`config.mk`:
```
export PLATFORM = sky130hd
export DESIGN_NAME = freq_gen
export DESIGN_NICKNAME = d
export VERILOG_FILES = /design/src/rtl/freq_gen.sv
export SDC_FILE = /design/constraint.sdc
export NUM_CORES = 1
export LEC_CHECK = 0
export CORE_ASPECT_RATIO = 1.2
export CORE_MARGIN = 2
export CORE_UTILIZATION = 65
export DETAILED_ROUTE_END_ITERATION = 12
export DONT_BUFFER_PORTS = 1
export GPL_TIMING_DRIVEN = 0
export PLACE_DENSITY = 0.81
export REMOVE_ABC_BUFFERS = 1
export SYNTH_ARGS = -nofsm -noshare
export SYNTH_HDL_FRONTEND = slang
export SYNTH_SLANG_ARGS = --single-unit
export TNS_END_PERCENT = 20
```
`constraint.sdc`:
```
create_clock -name clk -period 4.3 [get_ports clk]
set_input_delay 0.215 -clock clk [delete_from_list [all_inputs] [get_ports clk]]
set_output_delay 0.215 -clock clk [all_outputs]
set_load 0.02 [all_outputs]
```
`src/rtl/freq_gen.sv`:
```
// freq_gen: phase-accumulator square-wave generator, continuous or N-period burst.
// Latency: sig_out registered, first valid 1 clk after RUN entry; RUN-time cfg applies at the next wrap.
// Backpressure: cfg_ready=1 in IDLE, !pend in RUN (one shadow slot), 0 in DONE.
module freq_gen #(
  parameter int ACC_W  = 32,
  parameter int CNT_W  = 16,
  parameter int CLK_HZ = 200_000_000
) (
  input  logic             clk,
  input  logic             rst_n,
  input  logic             cfg_valid,
  output logic             cfg_ready,
  input  logic [ACC_W-1:0] cfg_fword,
  input  logic [ACC_W-1:0] cfg_duty,
  input  logic [CNT_W-1:0] cfg_burst,
  input  logic             start,
  input  logic             stop,
  output logic             sig_out,
  output logic             busy,
  output logic             done,
  output logic [CNT_W-1:0] cycle_cnt
);

  typedef enum logic [1:0] {
    ST_IDLE = 2'd0,
    ST_RUN  = 2'd1,
    ST_DONE = 2'd2
  } state_t;

  // CLK_HZ only documents the output frequency formula; a non-positive value
  // marks an unconfigured instance, which never leaves IDLE.
  localparam bit LP_CLK_OK = (CLK_HZ > 0);

  state_t           r_state;
  state_t           w_state_nxt;

  logic [ACC_W-1:0] r_acc;
  logic [ACC_W-1:0] r_fword_act;
  logic [ACC_W-1:0] r_duty_act;
  logic [CNT_W-1:0] r_burst_act;
  logic [ACC_W-1:0] r_fword_sh;
  logic [ACC_W-1:0] r_duty_sh;
  logic             r_pend;
  logic             r_stop_pend;
  logic             r_sig;
  logic [CNT_W-1:0] r_cnt;

  logic             w_idle;
  logic             w_run;
  logic [ACC_W:0]   w_sum;
  logic             w_wrap;
  logic [CNT_W-1:0] w_cnt_inc;
  logic             w_burst_hit;
  logic             w_start_ok;
  logic             w_term;
  logic             w_cfg_fire;
  logic             w_apply;

  assign w_idle      = (r_state == ST_IDLE);
  assign w_run       = (r_state == ST_RUN);

  // One extra bit on the adder: its carry is the period boundary.
  assign w_sum       = {1'b0, r_acc} + {1'b0, r_fword_act};
  assign w_wrap      = w_sum[ACC_W];
  assign w_cnt_inc   = r_cnt + {{(CNT_W-1){1'b0}}, 1'b1};

  // Burst ends on the wrap that completes the burst_act-th period.
  assign w_burst_hit = (r_burst_act != '0) && (w_cnt_inc == r_burst_act);

  // A zero increment would never wrap, so such a start is dropped.
  assign w_start_ok  = LP_CLK_OK && w_idle && start && (r_fword_act != '0);

  // Termination is only ever taken at a period boundary, so the last period is whole.
  assign w_term      = w_run && w_wrap && (w_burst_hit || r_stop_pend || stop);

  assign w_cfg_fire  = cfg_valid && cfg_ready;

  // A shadow accepted in an earlier clk is promoted at a wrap, unless that
  // wrap ends the run (DONE discards it).
  assign w_apply     = w_run && w_wrap && r_pend && !w_term;

  // State register.
  always_ff @(posedge clk or negedge rst_n) begin
    if (!rst_n) begin
      r_state <= ST_IDLE;
    end else begin
      r_state <= w_state_nxt;
    end
  end

  // Next-state decode: IDLE -> RUN -> DONE -> IDLE.
  always_comb begin
    w_state_nxt = r_state;
    case (r_state)
      ST_IDLE: if (w_start_ok) w_state_nxt = ST_RUN;
      ST_RUN:  if (w_term)     w_state_nxt = ST_DONE;
      ST_DONE: w_state_nxt = ST_IDLE;
      default: w_state_nxt = ST_IDLE;
    endcase
  end

  // State-decoded outputs: handshake ready, busy flag, done pulse.
  always_comb begin
    cfg_ready = 1'b0;
    busy      = 1'b0;
    done      = 1'b0;
    case (r_state)
      ST_IDLE: begin
        cfg_ready = 1'b1;
      end
      ST_RUN: begin
        cfg_ready = !r_pend;
        busy      = 1'b1;
      end
      ST_DONE: begin
        busy      = 1'b1;
        done      = 1'b1;
      end
      default: begin
        cfg_ready = 1'b0;
      end
    endcase
  end

  // Phase accumulator, registered square wave and completed-period counter.
  always_ff @(posedge clk or negedge rst_n) begin
    if (!rst_n) begin
      r_acc <= '0;
      r_sig <= 1'b0;
      r_cnt <= '0;
    end else begin
      case (r_state)
        ST_IDLE: begin
          if (w_start_ok) begin
            r_acc <= '0;
            r_sig <= 1'b0;
            r_cnt <= '0;
          end
        end
        ST_RUN: begin
          // Compare uses the pre-increment phase, so acc=0 gives the first high clk.
          r_acc <= w_sum[ACC_W-1:0];
          r_sig <= (r_acc < r_duty_act);
          if (w_wrap) begin
            r_cnt <= w_cnt_inc;
          end
        end
        ST_DONE: begin
          r_sig <= 1'b0;
        end
        default: begin
          r_sig <= 1'b0;
        end
      endcase
    end
  end

  // Active and shadow configuration; the accumulator is never cleared on an
  // update, so a frequency change keeps phase continuity and emits no runt.
  always_ff @(posedge clk or negedge rst_n) begin
    if (!rst_n) begin
      r_fword_act <= '0;
      r_duty_act  <= '0;
      r_burst_act <= '0;
      r_fword_sh  <= '0;
      r_duty_sh   <= '0;
      r_pend      <= 1'b0;
    end else begin
      case (r_state)
        ST_IDLE: begin
          if (w_cfg_fire) begin
            r_fword_act <= cfg_fword;
            r_duty_act  <= cfg_duty;
            r_burst_act <= cfg_burst;
          end
          r_pend <= 1'b0;
        end
        ST_RUN: begin
          // cfg_ready is !r_pend here, so an accept and an apply never coincide;
          // an accept on a wrap clk waits for the following wrap.
          if (w_cfg_fire) begin
            r_fword_sh <= cfg_fword;
            r_duty_sh  <= cfg_duty;
            r_pend     <= 1'b1;
          end else if (w_apply) begin
            r_fword_act <= r_fword_sh;
            r_duty_act  <= r_duty_sh;
            r_pend      <= 1'b0;
          end
        end
        ST_DONE: begin
          r_pend <= 1'b0;
        end
        default: begin
          r_pend <= 1'b0;
        end
      endcase
    end
  end

  // Stop request latch: a stop between wraps is held until the next boundary.
  always_ff @(posedge clk or negedge rst_n) begin
    if (!rst_n) begin
      r_stop_pend <= 1'b0;
    end else begin
      case (r_state)
        ST_IDLE: begin
          if (w_start_ok) begin
            r_stop_pend <= 1'b0;
          end
        end
        ST_RUN: begin
          if (stop && !w_wrap) begin
            r_stop_pend <= 1'b1;
          end
        end
        default: begin
          r_stop_pend <= 1'b0;
        end
      endcase
    end
  end

  assign sig_out   = r_sig;
  assign cycle_cnt = r_cnt;

endmodule

```
==> metrics.yaml <==
synth_top_cells_by_count: "dfrtp_1 (197), inv_1 (82), mux2_2 (80)"
yosys-top-cells-area: "dfrtp_1 (41%), mux2_2 (7.5%), ha_1 (7.0%)"
ctsHoldBuffers: 81
cp-start-kind: "flip-flop"
drc: 0
synth_edf_count: 0
grt_pass1_wl_um: 47950
p_per_area_nw_per_um2: 780.8
dr.pass1.iters: 5
finalNetCount: 1376
cts-root-buf: "clkbuf_16"
syn-instance-count: 1198
drtAntennaViolNets: 0
die_h_um: 153.1
start_util: 0.6622
syn_area_um2: 12040
row_count: 54
ys_types: 68
finalHoldViolCount: 197
status: "finished with violations"
grt_overflow: 0
synth-main-ff-cell: "dfrtp_1"
worstMarginPinSlew_ns: 1.029
synth_top_area_frac: 0.4096
cellLeakagePower_uw: 0.006116
critPathRequiredTime_ns: 4.58
rsz0062_at_grt: "false"
finalSetupViolCount: 0
slew_viol_final: 0
die-area_um2: 19620
ir_worst_vdd_mv: 0.4084
routedWlPerCell_um: 20.00
cts_inserted_buffers: 17
gp_congestion: 0.9050
yosys_warnings: 0
yosysMostFrequentCell: "dfrtp_1"
clock_path_buffers: 2
finClkSkew_ns: 0.01256
clock-sinks: 197
core-area_um2: 18170
drt_iter0_markers: 831
portBuffers: 0
yosysSeqAreaShare: 0.4096
io_pins: 105
async_flop_share: 1.000
violations: "hold timing"
grt_usage: 0.3006
drv_cap: 0
ys_ff_latch: 197
multi_input_area_um2: 6496
dpl.hpwl_um: 18020
worstSetupPathType: "reg2reg"
slew_headroom: 0.3137
wirelength_um: 29220
critPathMaxFanout: 32
cp-end-kind: "flip-flop"
clock_latency_ns: 0.45
drive_gt1_frac: 0.1628
antenna_found_initial: 2
period_share: 0.9303
register_area_um2: 4930
clk_pin_slew_ns: 0.07
avgSynthCellArea_um2: 10.05
fmax_ghz: 0.2500
grt_pass1_vias: 9748
final_area_um2: 13640
vias: 9655
timing.hold.ws_ns: -0.5393
fillers: 1223
area_delta_synth_final_pct: 13.33
die_w_um: 128.2
final_util: 0.7504
min-delay-path-class: "in2async"
htreeDepth: 4
arrival_ns: 4.28
post_dp_cell_area_um2: 12210
period_needed_ns: 4.000
cts_tree: "built"
viasPerCell: 6.608
synth_largest_area_cell: "dfrtp_1"
grt_max_degree: 198
layout make-up:
cell class,count,area share
clock buffers,22,0.03477
multi-input cells,836,0.4763
diodes,2,0.0003669
repair buffers,89,0.07559
well taps,224,0.02055
inverters,82,0.02257
clock inverters,9,0.008440
flip-flops and latches,197,0.3614
state kept, by name (all words and copies together), names as in the netlist:
name / flops
cycle_cnt: 16
r_acc: 32
r_burst_act: 16
r_duty_act: 32
r_duty_sh: 32
r_fword_act: 32
r_fword_sh: 32
r_pend: 1
r_state: 2
r_stop_pend: 1
sig_out: 1
layout by cell type (no fill, tap or decap), drive strengths merged, types with 30 or more instances in the layout:
cell type / count
mux2: 80
o221ai: 31
a21o: 35
nor3: 74
or3: 34
ha: 67
nand2: 63
o21ai: 56
o221a: 32
a21oi: 36
nor2: 57
dfrtp: 197
xnor2: 30
dlygate4sd3: 81
inv: 86
o211a: 31
layer usage:
layer / vias to the layer above / wire length, µm / global-route usage
met1: 4780 / 12190 / 0.3898
met2: 325 / 14700 / 0.5061
li1: 4491 / - / -
met5: - / 0 / 0
met3: 59 / 1654 / 0.05425
met4: 0 / 675 / 0.1041
report_power, final:
part	switching (µW)	internal [µW]	leakage, µW
logic	3100	2550	0.00350
registers	670	2700	0.00233
clock network	722	908	0.000284
critical path: stages, from the launching register on:
cell and delay (ns):
dfrtp_1 0.65, ha_1 0.42, nand3_1 0.28, nor2_1 0.28, xnor2_1 0.16, o211ai_1 0.15, a2111o_1 0.38, o31a_1 0.35
o211ai_4 0.29, buf_16 0.24, or2_4 0.46, a311oi_1 0.16
what timing repair did:
| item | in CTS | in global routing |
|---|---|---|
| setup endpoints to repair | 32 | 32 |
| gates cloned | 0 | 1 |
| pin swaps | 0 | 1 |
| setup buffers | 0 | 0 |
| gates resized for setup | 2 | 1 |
| endpoints found under the hold margin | 309 | 197 |
through the flow:
stage          worst slack, ns  power, µW  hold WS, ns  cells  setup TNS, ns
3_5_place_dp           -0.5672       8784     -0.07595   1346         -13.85
6_report                0.2998      10650      -0.5393   1461              0
5_1_grt                0.05630      11410      -0.5537   1460              0
3_3_place_gp            -4.598       8412     -0.07618   1338        -736.61
4_1_cts                 0.1847      10550      -0.5428   1458              0
2_1_floorplan           -1.247       7362     -0.08059   1114        -154.47
cells by family after synthesis:
group                    Yosys count  synth area share
AND/OR/NAND/NOR                  328            0.1516
flip-flops                       197            0.4096
adder cells (fa/ha/maj)           68           0.07132
buffers and inverters            166           0.05791
multiplexers                      85           0.07901
AO/OA/AOI/OAI                    308            0.1971
XOR/XNOR                          46           0.03347
worst paths after layout:
| path | from | to | slack (ns) | cells after the start |
|---|---|---|---|---|
| setup / recovery | cycle_cnt[0] | r_fword_act[1] | 0.30 | 11 |
| hold / removal | rst_n | r_burst_act[9] | -0.54 | 0 |
| setup reg to reg | cycle_cnt[0] | r_fword_act[1] | 0.30 | 11 |
| hold reg to reg | r_fword_sh[7] | r_fword_sh[7] | 0.51 | 1 |
| max in group asynchronous | rst_n | r_acc[31] | 4.46 | 0 |
| min in group clk | cfg_duty[23] | r_duty_act[23] | 0 | 2 |
No activity file was read; power rests on OpenSTA's default activity.
